--- src/rtl/sdf_fft_frame_ctrl.sv ---
// -----------------------------------------------------------------------------
// sdf_fft_frame_ctrl
//
// Frame sequencer in front of a radix-2 single-delay-feedback FFT pipeline.
// Upstream samples arrive on a valid/ready stream. Whole DATA_NUM-sample frames
// are issued to stage 1 with an enable that never drops inside a frame. Once a
// frame has started, a missing upstream sample is replaced by zero and flagged
// as an underrun. Gaps are legal only between frames.
// Samples leaving the last stage are indexed and counted. A run ends when the
// configured number of frames has been issued, or when a stop request arrives.
// The run is finished only after every issued frame has left the pipeline.
//
// Ports
//   clk, rstn      clock; asynchronous active-low reset
//   start          single-cycle run request; only honoured in IDLE
//   stop           single-cycle request to end the run after the current frame
//   cfg_frames     frames per run (0 = run until stop); latched on start
//   in_valid       upstream sample valid
//   in_data        upstream sample {re, im}
//   in_ready       sample accepted this cycle (decoded from state only)
//   pipe_en        data_i_en of stage 1 (registered, 1-cycle latency)
//   pipe_data      data_i of stage 1 (registered, 1-cycle latency)
//   pipe_o_en      data_o_en of the last stage
//   out_idx        position of the current output sample within its frame
//   out_last       pipe_o_en on the final sample of an output frame
//   frame_done     registered pulse one cycle after out_last
//   run_done       pulse when the run has fully drained
//   busy           controller outside IDLE
//   err_underrun   sticky underrun flag; cleared by an accepted start
// -----------------------------------------------------------------------------
module sdf_fft_frame_ctrl #(
  parameter  int DATA_NUM    = 1024,
  parameter  int DATA_WIDTH  = 64,
  parameter  int FRAME_CNT_W = 16,
  localparam int IDX_W       = $clog2(DATA_NUM)
) (
  input  logic                   clk,
  input  logic                   rstn,
  input  logic                   start,
  input  logic                   stop,
  input  logic [FRAME_CNT_W-1:0] cfg_frames,
  input  logic                   in_valid,
  input  logic [DATA_WIDTH-1:0]  in_data,
  output logic                   in_ready,
  output logic                   pipe_en,
  output logic [DATA_WIDTH-1:0]  pipe_data,
  input  logic                   pipe_o_en,
  output logic [IDX_W-1:0]       out_idx,
  output logic                   out_last,
  output logic                   frame_done,
  output logic                   run_done,
  output logic                   busy,
  output logic                   err_underrun
);

  localparam logic [1:0] IDLE     = 2'd0;
  localparam logic [1:0] WAIT_SOF = 2'd1;
  localparam logic [1:0] RUN      = 2'd2;
  localparam logic [1:0] DRAIN    = 2'd3;

  localparam logic [IDX_W-1:0] LAST_IDX = IDX_W'(DATA_NUM - 1);

  // Frame index advance; wraps at the last sample of a frame.
  function automatic logic [IDX_W-1:0] idx_next(input logic [IDX_W-1:0] idx);
    return (idx == LAST_IDX) ? '0 : idx + IDX_W'(1);
  endfunction

  // Frame counters wrap modulo 2^FRAME_CNT_W. Only equality is ever tested,
  // so the wrap is harmless in continuous mode.
  function automatic logic [FRAME_CNT_W-1:0] frm_next(input logic [FRAME_CNT_W-1:0] cnt);
    return cnt + FRAME_CNT_W'(1);
  endfunction

  logic [1:0]             state;
  logic [FRAME_CNT_W-1:0] cfg_lat;
  logic [FRAME_CNT_W-1:0] in_frames;
  logic [FRAME_CNT_W-1:0] out_frames;
  logic [IDX_W-1:0]       in_cnt;
  logic                   stop_pend;
  logic                   err_q;
  logic                   run_done_q;
  logic                   frame_done_q;
  logic [IDX_W-1:0]       out_idx_q;

  logic                   vld_p1;
  logic [DATA_WIDTH-1:0]  data_p1;

  logic                   accept;
  logic                   in_wrap;
  logic                   last_frame;
  logic                   start_ok;

  assign in_ready   = (state == WAIT_SOF) || (state == RUN);
  assign accept     = in_ready && in_valid;
  assign in_wrap    = (state == RUN) && (in_cnt == LAST_IDX);
  assign start_ok   = (state == IDLE) && start;
  // A stop arriving in the final cycle of a frame still ends the run at this
  // wrap. It does not wait for the pending flag to register.
  assign last_frame = stop || stop_pend ||
                      ((cfg_lat != '0) && (frm_next(in_frames) == cfg_lat));

  // ---- control: run state machine and input-side frame counting ----
  always_ff @(posedge clk or negedge rstn) begin
    if (!rstn) begin
      state      <= IDLE;
      cfg_lat    <= '0;
      in_frames  <= '0;
      in_cnt     <= '0;
      stop_pend  <= 1'b0;
      err_q      <= 1'b0;
      run_done_q <= 1'b0;
      vld_p1     <= 1'b0;
    end else begin
      run_done_q <= 1'b0;
      vld_p1     <= 1'b0;

      if ((state != IDLE) && stop) begin
        stop_pend <= 1'b1;
      end

      case (state)
        IDLE: begin
          if (start) begin
            cfg_lat   <= cfg_frames;
            in_frames <= '0;
            in_cnt    <= '0;
            err_q     <= 1'b0;
            stop_pend <= 1'b0;
            state     <= WAIT_SOF;
          end
        end

        WAIT_SOF: begin
          // A waiting sample takes priority over a stop in the same cycle.
          // That sample has already been handshaken, so it must not be dropped.
          // The stop is still recorded in stop_pend and ends the run after this frame.
          if (in_valid) begin
            vld_p1 <= 1'b1;
            in_cnt <= IDX_W'(1);
            state  <= RUN;
          end else if (stop || stop_pend) begin
            state <= DRAIN;
          end
        end

        RUN: begin
          // The SDF stages need a contiguous enable, so a frame never stalls.
          vld_p1 <= 1'b1;
          if (!in_valid) begin
            err_q <= 1'b1;
          end
          in_cnt <= idx_next(in_cnt);
          if (in_wrap) begin
            in_frames <= frm_next(in_frames);
            state     <= last_frame ? DRAIN : WAIT_SOF;
          end
        end

        DRAIN: begin
          if (out_frames == in_frames) begin
            run_done_q <= 1'b1;
            stop_pend  <= 1'b0;
            state      <= IDLE;
          end
        end

        default: state <= IDLE;
      endcase
    end
  end

  // ---- stage p1: sample register feeding stage 1 ----
  always_ff @(posedge clk or negedge rstn) begin
    if (!rstn) begin
      data_p1 <= '0;
    end else if (accept) begin
      data_p1 <= in_data;
    end else if (state == RUN) begin
      data_p1 <= '0;
    end
  end

  // ---- output side: indexing of samples leaving the last stage ----
  assign out_last = pipe_o_en && (out_idx_q == LAST_IDX);

  always_ff @(posedge clk or negedge rstn) begin
    if (!rstn) begin
      out_idx_q    <= '0;
      out_frames   <= '0;
      frame_done_q <= 1'b0;
    end else begin
      frame_done_q <= out_last;
      if (pipe_o_en) begin
        out_idx_q <= idx_next(out_idx_q);
      end
      if (start_ok) begin
        out_frames <= '0;
      end else if (out_last) begin
        out_frames <= frm_next(out_frames);
      end
    end
  end

  assign pipe_en      = vld_p1;
  assign pipe_data    = data_p1;
  assign out_idx      = out_idx_q;
  assign frame_done   = frame_done_q;
  assign run_done     = run_done_q;
  assign busy         = (state != IDLE);
  assign err_underrun = err_q;

endmodule

--- config.mk ---
export PLATFORM = sky130hd
export DESIGN_NAME = sdf_fft_frame_ctrl
export DESIGN_NICKNAME = d
export VERILOG_FILES = /design/src/rtl/sdf_fft_frame_ctrl.sv
export SDC_FILE = /design/constraint.sdc
export NUM_CORES = 1
export LEC_CHECK = 0
export ABC_AREA = 0
export BUFFER_PORTS_ARGS = -buffer_cell sky130_fd_sc_hd__buf_2
export CORE_MARGIN = 2
export CORE_UTILIZATION = 45
export CTS_CLUSTER_DIAMETER = 200
export DETAILED_ROUTE_END_ITERATION = 10
export PLACE_DENSITY = 0.69
export RECOVER_POWER = 100
export SLEW_MARGIN = 10
export SYNTH_ARGS = -nofsm -noshare
export SYNTH_HDL_FRONTEND = slang
export SYNTH_SLANG_ARGS = --single-unit
--- constraint.sdc ---
create_clock -name clk -period 2.5 [get_ports clk]
set_input_delay 0.375 -clock clk [delete_from_list [all_inputs] [get_ports clk]]
set_output_delay 0.375 -clock clk [all_outputs]
set_load 0.01 [all_outputs]
==> summary.md <==
| Metric | Value |
|---|---|
| Period utilisation layout | `94.3%` |
| Max Slew Vio Count | `62` |
| First-pass GRT wire length | `28.9 mm` |
| FF+latch count, synth | `139` |
| PortBufs | `166` |
| Commonest cells after routing, fill and taps aside | `nand2_1, dfrtp_1, buf_2, clkbuf_1, o21ai_0` |
| Gr usage total | `22.5%` |
| Post-synth top flop | `dfrtp_1` |
| Sequential Power Share | `36.7%` |
| Commonest non-fill, non-tap cell in the layout | `nand2_1` |
| CP max stage cell | `dfrtp_1` |
| Iter 0 DRT Violations | `319` |
| Initial core utilization | `46.3%` |
| Clock Latency Late Sink | `0.42 ns` |
| Clk root buf | `clkbuf_16` |
| Area growth syn-to-layout | `25.4%` |
| EDFF count, synth | `0` |
| Clk slew on worst S/H paths | `0.06 ns` |
| Largest net degree at the start of global routing | `70` |
| Asr flop ratio synth | `100%` |
| Ports | `167` |
| Antenna Violating Nets Remaining | `0` |
| CP top delay family | `simple AND/OR/NAND/NOR gates` |
| Max Cap Violations | `1` |
| Die Ht | `127 um` |
| Worst path max stage delay | `0.45 ns` |
| ANT cells | `0` |
| Hold Vio Cnt, Final | `0` |
| Avg Inst Size Synth | `8.86 sq um` |
| Worst Tran Pin Value | `1.56 ns` |
| Slew HR | `-3.85%` |
| Die width | `127 um` |
| Post-Route WL | `17.3 mm` |
| DRC errors left | `0` |
| First drt pass iteration count | `5` |
| H-Tree Depth | `4` |
| Sw power | `3640 uW` |
| Hold crit path type | `input port to flip-flop` |
| Lkg Pwr | `0.00393 uW` |
| Full die area | `16100 sq um` |
| Post-CTS setup buffers | `0` |
| Syn. warnings | `0` |
| Via density | `5.19` |
| Synth unique cells | `51` |
| CTS tree | `built` |
| Startpoint Class | `flip-flop` |
| Setup Viol. Count Final | `0` |
| Syn nets | `859` |
| Sw Share | `38.4%` |
| Share of cells above drive strength 1 | `17.0%` |
| PwrDens | `1110 nW/um^2` |
| Sequential share of the synthesized area | `51.3%` |
| Worst VDD drop | `0.000592 V` |
| CP Cell Sequence | `nand4_1, nor3_2, nand2_1, clkinv_1, buf_4, buf_2` |
| WP data arrival | `1.98 ns` |
| WP buf/inv | `3` |
| Std cell rows | `44` |
| Classification of the worst setup path | `flip-flop to primary output` |
| Initial antenna violation count | `0` |
| Peak Freq | `0.424 GHz` |
| NumNets Final | `1036` |
| Internal power | `5820 uW` |
| Critical Path Sink Type | `primary output` |
| Clock power share | `28.7%` |
| Placeable core area | `14600 sq um` |
| CP Max Fanout | `9` |
| Final Util | `58.0%` |
| Min Clock Period, post-route | `2.36 ns` |
| Clock sinks | `139` |
| Final clock skew | `0.00979 ns` |
| Mapped cell area | `6780 sq um` |
| Gate power share | `34.6%` |
| WHS | `0.151 ns` |
| Req. time, crit path | `2.12 ns` |
| DR vias | `5910` |
| Total gr overflow | `0` |
| Number of global-route vias before repair | `5720` |
| Status | `complete, but fails checks` |
| FILL cells | `1364` |
| Setup TNS | `0 ns` |
| Dpl hpwl | `12.8 mm` |
| Unrepaired setup endpoints after global routing | `false` |
| Routed length per instance | `15.2 um` |
| Final Wtd Congestion | `0.981` |
| Clock Tree Buf Depth | `2` |
| Failing checks | `max-capacitance violations, max-slew violations` |
| Syn Inst Count | `765` |
| CTS Buf Count | `17` |
## stage by stage
stage,worst slack (ns),cell area [sq um],std cells,power (uW)
2_1_floorplan,0.257,6780,765,5520
3_3_place_gp,0.158,7990,1106,6920
3_5_place_dp,0.130,7990,1106,7000
4_1_cts,0.135,8640,1139,9750
5_1_grt,0.00329,8500,1139,10200
6_report,0.143,8500,1139,9460
## worst reg2reg max path: stages, from the launching register on
cell and delay [ns]:
dfrtp_1 0.40, inv_1 0.09, ha_1 0.27, inv_1 0.15, nor2_2 0.09, or3_1 0.39
nor4_1 0.43, nand3_1 0.15, xor2_1 0.15, nor2_1 0.05
## sequential cells by signal, indices dropped and copies added, names as in the netlist
signal,count
pipe_data,64
cfg_lat,16
in_frames,16
out_frames,16
in_cnt,10
out_idx,10
state,2
err_underrun,1
frame_done,1
pipe_en,1
run_done,1
stop_pend,1
## kinds of logic after synthesis
family | after synthesis | share of synthesized area, %
muxes | 7 | 1.05
AOI/OAI and AO/OA | 131 | 11.4
DFF | 139 | 51.3
adders and majority gates | 8 | 1.48
buffers and inverters | 57 | 3.42
xor gates and xnor gates | 62 | 8.01
and+or+nand+nor | 361 | 23.3
## what timing repair did
action	CTS	global route
endpoints found under the setup margin	0	2
gates resized for setup	0	6
hold endpoints to repair	59	0
hold buffers	1	0
## worst paths after layout
path | depth (start not counted) | to | slack, ns | startpoint
min reg2reg | 1 | out_idx[4] | 0.51 | out_idx[4]
min | 3 | cfg_lat[0] | 0.15 | cfg_frames[0]
max | 6 | out_last | 0.14 | out_idx[5]
max in group asynchronous | 3 | cfg_lat[13] | 0.34 | rstn
max reg2reg | 9 | in_cnt[9] | 0.21 | state[0]
min in group asynchronous | 2 | pipe_data[23] | 0.88 | rstn
## per-layer routing
| layer | share of wire, % | global-route usage (%) | wire length (um) | vias to the layer above |
|---|---|---|---|---|
| li1 | - | - | - | 2925 |
| met1 | 44 | 29.5 | 7580 | 2791 |
| met2 | 48 | 36.2 | 8280 | 175 |
| met3 | 6.8 | 7.00 | 1180 | 19 |
| met4 | 1.7 | 6.46 | 291 | 0 |
| met5 | 0 | 0 | 0 | - |
## Yosys cell counts, types with 3 or more instances
| master | instances | share of area, % |
|---|---|---|
| nand3_1 | 19 | 1.4 |
| inv_1 | 8 | 0.44 |
| nor2b_1 | 5 | 0.46 |
| nand2b_1 | 4 | 0.37 |
| or3_1 | 7 | 0.65 |
| clkbuf_1 | 35 | 1.9 |
| a21o_1 | 5 | 0.55 |
| o21ai_0 | 83 | 6.1 |
| xnor2_1 | 35 | 4.5 |
| dfrtp_1 | 139 | 51 |
| nor2_1 | 42 | 2.3 |
| and3_1 | 5 | 0.46 |
| and2_1 | 3 | 0.28 |
| nor4_1 | 7 | 0.65 |
| nand4_1 | 20 | 1.8 |
| nor3_1 | 15 | 1.1 |
| a21oi_1 | 12 | 0.89 |
| o31ai_1 | 3 | 0.33 |
| buf_2 | 8 | 0.59 |
| a22o_1 | 11 | 1.4 |
| and4_1 | 3 | 0.39 |
| ha_1 | 8 | 1.5 |
| nand2_1 | 222 | 12 |
| xor2_1 | 27 | 3.5 |
| mux2i_1 | 6 | 0.89 |
## area by class of cell
class / instances / area, sq um / share of cell area [%]
Tap cell: 184 / 230 / 2.71
Clock buffer: 19 / 453 / 5.33
Sequential cell: 139 / 3480 / 40.9
Timing Repair Buffer: 204 / 1020 / 12.0
Clock inverter: 13 / 188 / 2.21
Multi-Input combinational cell: 569 / 3080 / 36.3
Inverter: 11 / 41.3 / 0.486
## power groups by stage
stage	Combinational, uW	Clock (uW)	Sequential (uW)
after floorplan	1910	0	3610
after global placement	3440	0	3480
after detailed placement	3540	0	3460
after CTS	3530	2760	3460
after global routing	3720	2870	3560
final	3280	2720	3470
No activity file was read; power rests on OpenSTA's default activity.
